===== src/rtl/ws2812_input_pkg.sv =====
// Shared timing constants and state encoding for the WS2812 receiver.
// Defaults assume a 12 MHz clock, matching the ws2812_output transmitter.
package ws2812_input_pkg;

    localparam int DEF_THRESHOLD_CYCLES = 7;    // 0.6 us
    localparam int DEF_MAX_HIGH_CYCLES  = 14;
    localparam int DEF_RESET_CYCLES     = 600;  // 50 us latch gap
    localparam int DEF_OWN_BYTES        = 3;

    typedef enum logic [1:0] {
        WAIT_GAP,
        ARMED,
        HIGH,
        LOW
    } rx_state_t;

endpackage


===== src/rtl/ws2812_input_sync.sv =====
// Two-flop synchronizer for the asynchronous WS2812 line plus rise/fall detection
// on the synchronized value.
module ws2812_input_sync (
    input  logic CLK,
    input  logic RST_N,
    input  logic DIN,
    output logic din_s,
    output logic rise,
    output logic fall
);

    logic meta_reg;
    logic sync_reg;
    logic prev_reg;

    always_ff @(posedge CLK or negedge RST_N) begin
        if (!RST_N) begin
            meta_reg <= 1'b0;
            sync_reg <= 1'b0;
            prev_reg <= 1'b0;
        end else begin
            meta_reg <= DIN;
            sync_reg <= meta_reg;
            prev_reg <= sync_reg;
        end
    end

    assign din_s = sync_reg;
    assign rise  = sync_reg & ~prev_reg;
    assign fall  = ~sync_reg & prev_reg;

endmodule


===== src/rtl/ws2812_input.sv =====
// WS2812 one-wire receiver: classifies high-pulse widths into bits, assembles MSB-first bytes
// and detects the latch gap. Define WS2812_INPUT_FORWARD_EN to forward bytes past OWN_BYTES on DOUT_FWD.
module ws2812_input
    import ws2812_input_pkg::*;
#(
    parameter int THRESHOLD_CYCLES = DEF_THRESHOLD_CYCLES,
    parameter int MAX_HIGH_CYCLES  = DEF_MAX_HIGH_CYCLES,
    parameter int RESET_CYCLES     = DEF_RESET_CYCLES
) (
    input  logic       CLK,
    input  logic       RST_N,
    input  logic       DIN,
    output logic [7:0] DATA,
    output logic       DATA_VALID,
    output logic       FRAME_END,
    output logic       ERROR,
    output logic [7:0] BYTE_COUNT,
    output logic       DOUT_FWD
);

    localparam int               CNT_W      = $clog2(RESET_CYCLES + 1);
    localparam logic [CNT_W-1:0] CNT_THRESH = CNT_W'(THRESHOLD_CYCLES);
    localparam logic [CNT_W-1:0] CNT_MAXHI  = CNT_W'(MAX_HIGH_CYCLES);
    localparam logic [CNT_W-1:0] CNT_RESET  = CNT_W'(RESET_CYCLES);

    logic             din_s;
    logic             rise;
    logic             fall;
    rx_state_t        state_reg;
    rx_state_t        state_next;
    logic [CNT_W-1:0] cnt_reg;
    logic [2:0]       bit_cnt_reg;
    logic [7:0]       shift_reg;
    logic [7:0]       data_reg;
    logic [7:0]       byte_count_reg;
    logic             data_valid_reg;
    logic             frame_end_reg;
    logic             error_reg;
    logic             clr_frame;
    logic             shift_en;
    logic             drop_bits;
    logic             err_next;
    logic             fend_next;
    logic             bit_val;

    ws2812_input_sync u_sync (
        .CLK   (CLK),
        .RST_N (RST_N),
        .DIN   (DIN),
        .din_s (din_s),
        .rise  (rise),
        .fall  (fall)
    );

    // cnt equals the width of the current level in cycles when the next edge arrives
    always_ff @(posedge CLK or negedge RST_N) begin
        if (!RST_N)
            cnt_reg <= '0;
        else if (state_reg == WAIT_GAP && din_s)
            cnt_reg <= '0;
        else if (rise || fall)
            cnt_reg <= CNT_W'(1);
        else if (cnt_reg != CNT_RESET)
            cnt_reg <= cnt_reg + CNT_W'(1);
    end

    assign bit_val = (cnt_reg >= CNT_THRESH);

    always_ff @(posedge CLK or negedge RST_N) begin
        if (!RST_N)
            state_reg <= WAIT_GAP;
        else
            state_reg <= state_next;
    end

    // A gap completing in the same cycle as a new rise starts the next frame directly
    always_comb begin
        state_next = state_reg;
        clr_frame  = 1'b0;
        shift_en   = 1'b0;
        drop_bits  = 1'b0;
        err_next   = 1'b0;
        fend_next  = 1'b0;
        case (state_reg)
            WAIT_GAP: begin
                if (cnt_reg == CNT_RESET) begin
                    state_next = rise ? HIGH : ARMED;
                    clr_frame  = rise;
                end
            end
            ARMED: begin
                if (rise) begin
                    state_next = HIGH;
                    clr_frame  = 1'b1;
                end
            end
            HIGH: begin
                if (cnt_reg >= CNT_MAXHI) begin
                    state_next = WAIT_GAP;
                    err_next   = 1'b1;
                    drop_bits  = 1'b1;
                end else if (fall) begin
                    state_next = LOW;
                    shift_en   = 1'b1;
                end
            end
            LOW: begin
                if (cnt_reg == CNT_RESET) begin
                    state_next = rise ? HIGH : ARMED;
                    fend_next  = 1'b1;
                    err_next   = (bit_cnt_reg != 3'd0);
                    drop_bits  = 1'b1;
                    clr_frame  = rise;
                end else if (rise) begin
                    state_next = HIGH;
                end
            end
            default: state_next = WAIT_GAP;
        endcase
    end

    always_ff @(posedge CLK or negedge RST_N) begin
        if (!RST_N) begin
            shift_reg      <= '0;
            bit_cnt_reg    <= '0;
            data_reg       <= '0;
            byte_count_reg <= '0;
            data_valid_reg <= 1'b0;
            frame_end_reg  <= 1'b0;
            error_reg      <= 1'b0;
        end else begin
            data_valid_reg <= 1'b0;
            frame_end_reg  <= fend_next;
            error_reg      <= err_next;
            if (clr_frame) begin
                byte_count_reg <= '0;
                bit_cnt_reg    <= '0;
            end else if (drop_bits) begin
                bit_cnt_reg <= '0;
            end else if (shift_en) begin
                shift_reg   <= {shift_reg[6:0], bit_val};
                bit_cnt_reg <= bit_cnt_reg + 3'd1;
                if (bit_cnt_reg == 3'd7) begin
                    data_reg       <= {shift_reg[6:0], bit_val};
                    data_valid_reg <= 1'b1;
                    if (byte_count_reg != 8'hFF)
                        byte_count_reg <= byte_count_reg + 8'd1;
                end
            end
        end
    end

    assign DATA       = data_reg;
    assign DATA_VALID = data_valid_reg;
    assign FRAME_END  = frame_end_reg;
    assign ERROR      = error_reg;
    assign BYTE_COUNT = byte_count_reg;

`ifdef WS2812_INPUT_FORWARD_EN
    logic gate_reg;
    logic gate_open;
    logic gate_latch;

    // Decision is taken at a rise and applied combinationally so the first pulse is not clipped
    assign gate_latch = rise && (state_reg == ARMED || state_reg == LOW);
    assign gate_open  = (state_reg == ARMED) ? (DEF_OWN_BYTES == 0)
                      : (byte_count_reg >= 8'(DEF_OWN_BYTES) && bit_cnt_reg == 3'd0);

    always_ff @(posedge CLK or negedge RST_N) begin
        if (!RST_N)
            gate_reg <= 1'b0;
        else if (fend_next || err_next)
            gate_reg <= 1'b0;
        else if (gate_latch && gate_open)
            gate_reg <= 1'b1;
    end

    assign DOUT_FWD = din_s & ~fend_next & ~err_next & (gate_reg | (gate_latch & gate_open));
`else
    assign DOUT_FWD = 1'b0;
`endif

endmodule


===== config.mk =====
export PLATFORM = sky130hd
export DESIGN_NAME = ws2812_input
export DESIGN_NICKNAME = d
export VERILOG_FILES = /design/src/rtl/ws2812_input_pkg.sv /design/src/rtl/ws2812_input_sync.sv /design/src/rtl/ws2812_input.sv
export SDC_FILE = /design/constraint.sdc
export NUM_CORES = 1
export LEC_CHECK = 0
export ABC_AREA = 1
export CORE_MARGIN = 5
export CORE_UTILIZATION = 57
export DETAILED_ROUTE_END_ITERATION = 8
export DONT_BUFFER_PORTS = 1
export PLACE_DENSITY = 0.84
export SLEW_MARGIN = 10
export SYNTH_ARGS = -nofsm -noshare
export SYNTH_HDL_FRONTEND = slang
export SYNTH_SLANG_ARGS = --single-unit

===== constraint.sdc =====
create_clock -name CLK -period 1.4 [get_ports CLK]
set_input_delay 0.07 -clock CLK [delete_from_list [all_inputs] [get_ports CLK]]
set_output_delay 0.07 -clock CLK [all_outputs]
set_load 0.01 [all_outputs]

Word-level counts from Yosys, hierarchy flattened
Index checks and enable logic that the tools add are counted.
{"block": "totals", "regBits": 44, "inputBits": 3, "output_inout_bits": 20, "elab_cells": 81}
{"block": "classes", "addsub": 3, "magnitude_cmp": 2, "eq_ne": 10, "mux": 34, "bitwise_logic": 6, "reduce_logical": 14}
{"op": "$mux W8", "count": 5}
{"op": "$mux W10", "count": 3}
{"op": "$mux W1", "count": 13}
{"op": "$mux W2", "count": 6}
{"op": "$add A10 B1 Y10 const B", "count": 1}
{"op": "$eq A10 B10 Y1 const B", "count": 1}
{"op": "$ge A10 B3 Y1 const B", "count": 1}
{"op": "$ge A10 B4 Y1 const B", "count": 1}
{"op": "$ne A10 B10 Y1 const B", "count": 1}
{"op": "$mux W3", "count": 3}
{"op": "$reduce_bool A3 Y1", "count": 3}
{"op": "$add A8 B1 Y8 const B", "count": 1}
{"op": "$ne A8 B8 Y1 const B", "count": 1}
{"op": "$pmux W2 S4", "count": 1}
{"op": "$reduce_and A4 Y1", "count": 2}
{"op": "$pmux W1 S2", "count": 3}
{"op": "$reduce_bool A2 Y1", "count": 3}
{"op": "$eq A2 B2 Y1 const B", "count": 2}
{"op": "$not A1 Y1", "count": 4}
{"op": "$add A3 B1 Y3 const B", "count": 1}
{"op": "$eq A3 B3 Y1 const B", "count": 1}
{"op": "$ne A3 B3 Y1 const B", "count": 1}
{"op": "$reduce_and A3 Y1", "count": 1}
{"op": "$and A1 B1 Y1", "count": 2}
{"op": "8 further kinds", "count": 8}

Depth between registers and ports, before layout
{"block": "depth", "depth_word": 8, "mapped_depth": 11, "ltp_nobuf": 11}

Modules after synthesis
From an unflattened synthesis, not the netlist that was laid out.
{"block": "unflattened", "cells_unflattened": 282, "hier_area_um2": 2372.3}
{"mod": "ws2812_input", "instances": 1, "cells_each": 275, "area_each_um2": 2282.2, "seq_area_each_um2": 1026.0}
{"mod": "ws2812_input_sync", "instances": 1, "cells_each": 7, "area_each_um2": 90.1, "seq_area_each_um2": 75.1}

Worst setup path before layout
OpenSTA, ideal clock, no wires.
{"block": "synth_timing", "path_type": "register to register", "from": "register cnt_reg[0]", "to": "register byte_count_reg[5] (netlist: BYTE_COUNT[5])", "setup_ns": 0.118, "t_arrival_ns": 1.470, "required_ns": 1.282, "setup_slack_ns": -0.187, "stages_incl_launch_ff": 11, "path_buffers": 1, "period_less_slack_ns": 1.587, "path_cell_list": "dfrtp_1 > inv_1 > ha_1 > nand2_1 > nor2_2 > nand3_2 > o21bai_2 > nand3_2 > buf_6 > nand3_1 > nand2_1"}
{"block": "synth_between", "elab_chain_cells": 5, "word_cells_on_any_way": 15, "cone_classes": "order compare (1); eq/ne (2); mux (8); reduce/logical (4)"}
{"element": "start: declaration", "line": "ws2812_input.sv:31", "source": "logic [CNT_W-1:0] cnt_reg;"}
{"element": "start signal: assignment", "line": "ws2812_input.sv:64", "source": "cnt_reg <= cnt_reg + CNT_W'(1);"}
{"element": "$ge A10 B4 Y1 or $eq A10 B10 Y1 (tied branches)", "line": "ws2812_input.sv:98, ws2812_input.sv:86, ws2812_input.sv:108"}
{"element": "$mux W1, on equally long branches", "line": "ws2812_input.sv:98, ws2812_input.sv:86, ws2812_input.sv:108"}
{"element": "$pmux W1 S2 or $mux W1 (tied branches)", "line": "ws2812_input.sv:84", "source": "case (state_reg)"}
{"element": "$ne A2 B2 Y1 (no source line) or $reduce_bool A2 Y1 (tied branches)"}
{"element": "$reduce_and A4 Y1 (no source line)"}
{"element": "end signal: assignment", "line": "ws2812_input.sv:147", "source": "byte_count_reg <= byte_count_reg + 8'd1;"}
{"element": "end: declaration", "line": "ws2812_input.sv:35", "source": "logic [7:0] byte_count_reg;"}
Several ways; a longest one is shown, not always the timed one.
A chain may end at the register's enable or synchronous reset.

Worst setup path after layout
{"block": "layout_timing", "from": "register cnt_reg[0]", "to": "register byte_count_reg[7] (netlist: BYTE_COUNT[7])"}
Same word-level chain as after synthesis.

==> out/results.ini <==
[min_path]
hold_class = in -> async

[layout]
drive_gt1_frac = 0.4635
diodes = 0
fin_util = 0.8671
multi_input_area_um2 = 1450
fin_area_um2 = 3518
fillerInstances = 167
area_growth_pct = 44.87
final_nets = 372
seq_area_um2 = 1102
largest_reg_flops = 10

[critical_path]
path_cells = inv_2 -> ha_2 -> nor2_4 -> nor2_4 -> nor2_4 -> nand4_4 -> inv_4 -> nand2_4 -> nand3_1 -> nand2_1
startpoint_type = register
crit_slowest_cell = dfrtp_1
worstPathRequired_ns = 1.61
worst_path_most_repeated_cell = nor2_4
critPathCaptureType = register
critPathMaxStageDelay_ns = 0.39
worstPathArrival_ns = 1.96
path_max_fanout = 4
path_class = reg -> reg
crit-reg2reg-launch = cnt_reg[0]$_DFFE_PN0P_
startpoint = cnt_reg[0]$_DFFE_PN0P_

[power_and_ir_drop]
p_seq_frac = 0.505
power_frac_comb = 0.088
clkPwrFrac = 0.408
power.leakage_nw = 1.689
switchingPower_w = 0.0006338
power.density_nw_per_um2 = 725.8
switching_share = 0.2482
p_int_w = 0.001920
ir_worst_vdd_v = 0.0006995
p_total_w = 0.002553

[logic_synthesis]
ys.flop_type = dfrtp_1
synthTopCellsByArea = dfrtp_1 45%, nand2_1 9.6%, ha_1 7.2%
avgSynthCellArea_um2 = 8.521
synth_edf_count = 0
synthMuxAreaShare = 0
synth_xor_area_frac = 0.02524
ys_seq_area_frac = 0.4534
synth_cells = 285
synth_compound_area_frac = 0.08861
synthSimpleGateAreaFrac = 0.2725
synth_warnings = 0
synth.distinct_cells = 32
syn_area_um2 = 2429
yosysTopAreaCell = dfrtp_1
synth_nets = 302
synth_adder_area_share = 0.07213
synth-seq-cells = 44
synth_top_family_by_area = simple AND/OR/NAND/NOR gates
async_flop_share = 1.000
synth_top_area_frac = 0.4534

[global_route]
grt_antenna_before_repair = 0
gr-total-overflow = 0
grt_pass1_wl_mm = 11.08
track_usage = 0.2687
grt_pass1_vias = 2363
grt_max_degree = 45

[timing]
worst_slack_ns = -0.3450
period_needed_ns = 1.745
drv_slew = 0
hold_violations = 0
fmax_mhz = 573.1
rsz0062_at_grt = true
period_share = 1.246
finalSetupViolCount = 38
finClkSkew_ns = 0.004724

[floorplanning]
start_util = 0.5985
dieArea_um2 = 5666
coreArea_um2 = 4058
fp-row-count = 23
die_y_um = 75.28
chipWidth_um = 75.28
io_pins = 23

[route]
drc = 0
final_antenna_net_count = 0
totalWireLength_mm = 8.142
wire_per_inst_um = 20.05
first_iter_violations = 226
vias_per_cell = 5.830
drt-pass1-iter-count = 4
num_vias = 2367

[status]
outcome = complete, but fails checks
failed_checks = negative setup slack

[clocking]
clock_sinks = 44
insertion_delay_ns = 0.31
cts_buffers = 5
path_clk_slew_ns = 0.09
cts_tree = done
cts_buffer_depth = 2
ctsRootBufferMaster = clkbuf_8
htree_levels = 2

[run]
cap_violations = 0

[place]
dpl.hpwl_mm = 3.999
post_dp_cell_area_um2 = 2860
portBuffers = 0
gp_congestion = 0.8532

worst max-delay path, delay by kind of cell, from the launching register on:
family	cells	cell delay, ns
buffers and inverters	2	0.21
adders and majority gates	1	0.19
DFF	1	0.39
and+or+nand+nor	7	0.84
layer usage:
layer	GRT usage	share of wire
met2	0.4884	0.52
met1	0.2922	0.35
met4	0.1398	0.055
met5	0	0
met3	0.05607	0.075
worst paths after layout:
path                                             end  slack [ns]  depth (start not counted)
setup / recovery           BYTE_COUNT[7]$_DFFE_PN0P_       -0.34                         10
hold / removal                cnt_reg[9]$_DFFE_PN0P_        0.26                          2
setup reg to reg           BYTE_COUNT[7]$_DFFE_PN0P_       -0.34                         10
hold reg to reg               u_sync.din_s$_DFF_PN0_        0.36                          0
max in group asynchronous   state_reg[1]$_DFFE_PN0P_        0.93                          2
min in group CLK           u_sync.meta_reg$_DFF_PN0_        0.33                          1
synth_stat cells (all sizes together), types with 2 or more instances:
master and number:
a21oi 6, buf 5, dfrtp 44, ha 14
inv 43, nand2 63, nand3 23, nand4 5
nor2 39, nor3 4, o21ai 24, o21bai 2
xnor2 4, xor2 3
metrics by stage:
stage | worst slack [ns] | TNS (ns) | hold WS [ns] | cells
after global routing | -0.3937 | -11.30 | 0.2647 | 406
after floorplan | -0.1244 | -1.768 | -0.2256 | 285
after global placement | -0.1355 | -3.042 | -0.2233 | 377
final | -0.3450 | -9.730 | 0.2592 | 406
after detailed placement | -0.2223 | -6.091 | -0.2234 | 377
after CTS | -0.1942 | -4.874 | 0.2640 | 402
cells in the final DEF (no fill, tap or decap), types with 3 or more instances in the layout:
cell	netlist	routed
xnor2_1	4	4
nand3_1	19	10
nor2_4	4	11
ha_1	14	7
inv_2	2	12
nand3_4	1	4
ha_2	0	3
nand2_4	0	11
dfrtp_1	44	43
o21ai_2	7	8
nor2_2	5	6
nand4_1	4	4
nand2_2	1	7
clkbuf_8	0	5
nand3_2	3	9
inv_4	0	4
ha_4	0	4
o21ai_1	1	13
inv_1	41	27
buf_4	2	50
xor2_1	3	3
nand2_1	62	45
nor2_1	30	22
a21oi_1	6	3
buf_6	3	11
area by class of cell:
class                           instances  share of cell area
Timing Repair Buffer                   68              0.1753
Clock inverter                          3             0.01316
Multi-Input combinational cell        193              0.4122
Clock buffer                            5             0.01956
Inverter                               43             0.04872
Tap cell                               50             0.01778
Sequential cell                        44              0.3133
logic make-up (layout without fill, tap and decap cells):
family / after synthesis / in the layout
AND/OR/NAND/NOR: 136 / 136
buffers and inverters: 48 / 119
flip-flops: 44 / 44
AO/OA/AOI/OAI: 35 / 35
adder cells (fa/ha/maj): 14 / 14
XOR/XNOR: 7 / 7
other: 1 / 1
repair_timing:
action | CTS | global route
gates resized for setup | 54 | 54
buffers inserted | 15 | 6
endpoints found under the setup margin | 40 | 41
hold endpoints to repair | 45 | 0
pin swaps | 20 | 23
hold buffers | 3 | 0
power by group through the flow:
| stage | sequential (W) | combinational [W] | clock (W) |
|---|---|---|---|
| 3_3_place_gp | 0.00131 | 0.0000939 | 0 |
| 4_1_cts | 0.00129 | 0.000180 | 0.00102 |
| 2_1_floorplan | 0.00131 | 0.0000562 | 0 |
| 3_5_place_dp | 0.00131 | 0.0000990 | 0 |
| 5_1_grt | 0.00129 | 0.000236 | 0.00111 |
| 6_report | 0.00129 | 0.000224 | 0.00104 |
Power figures use the tool's default switching activity.
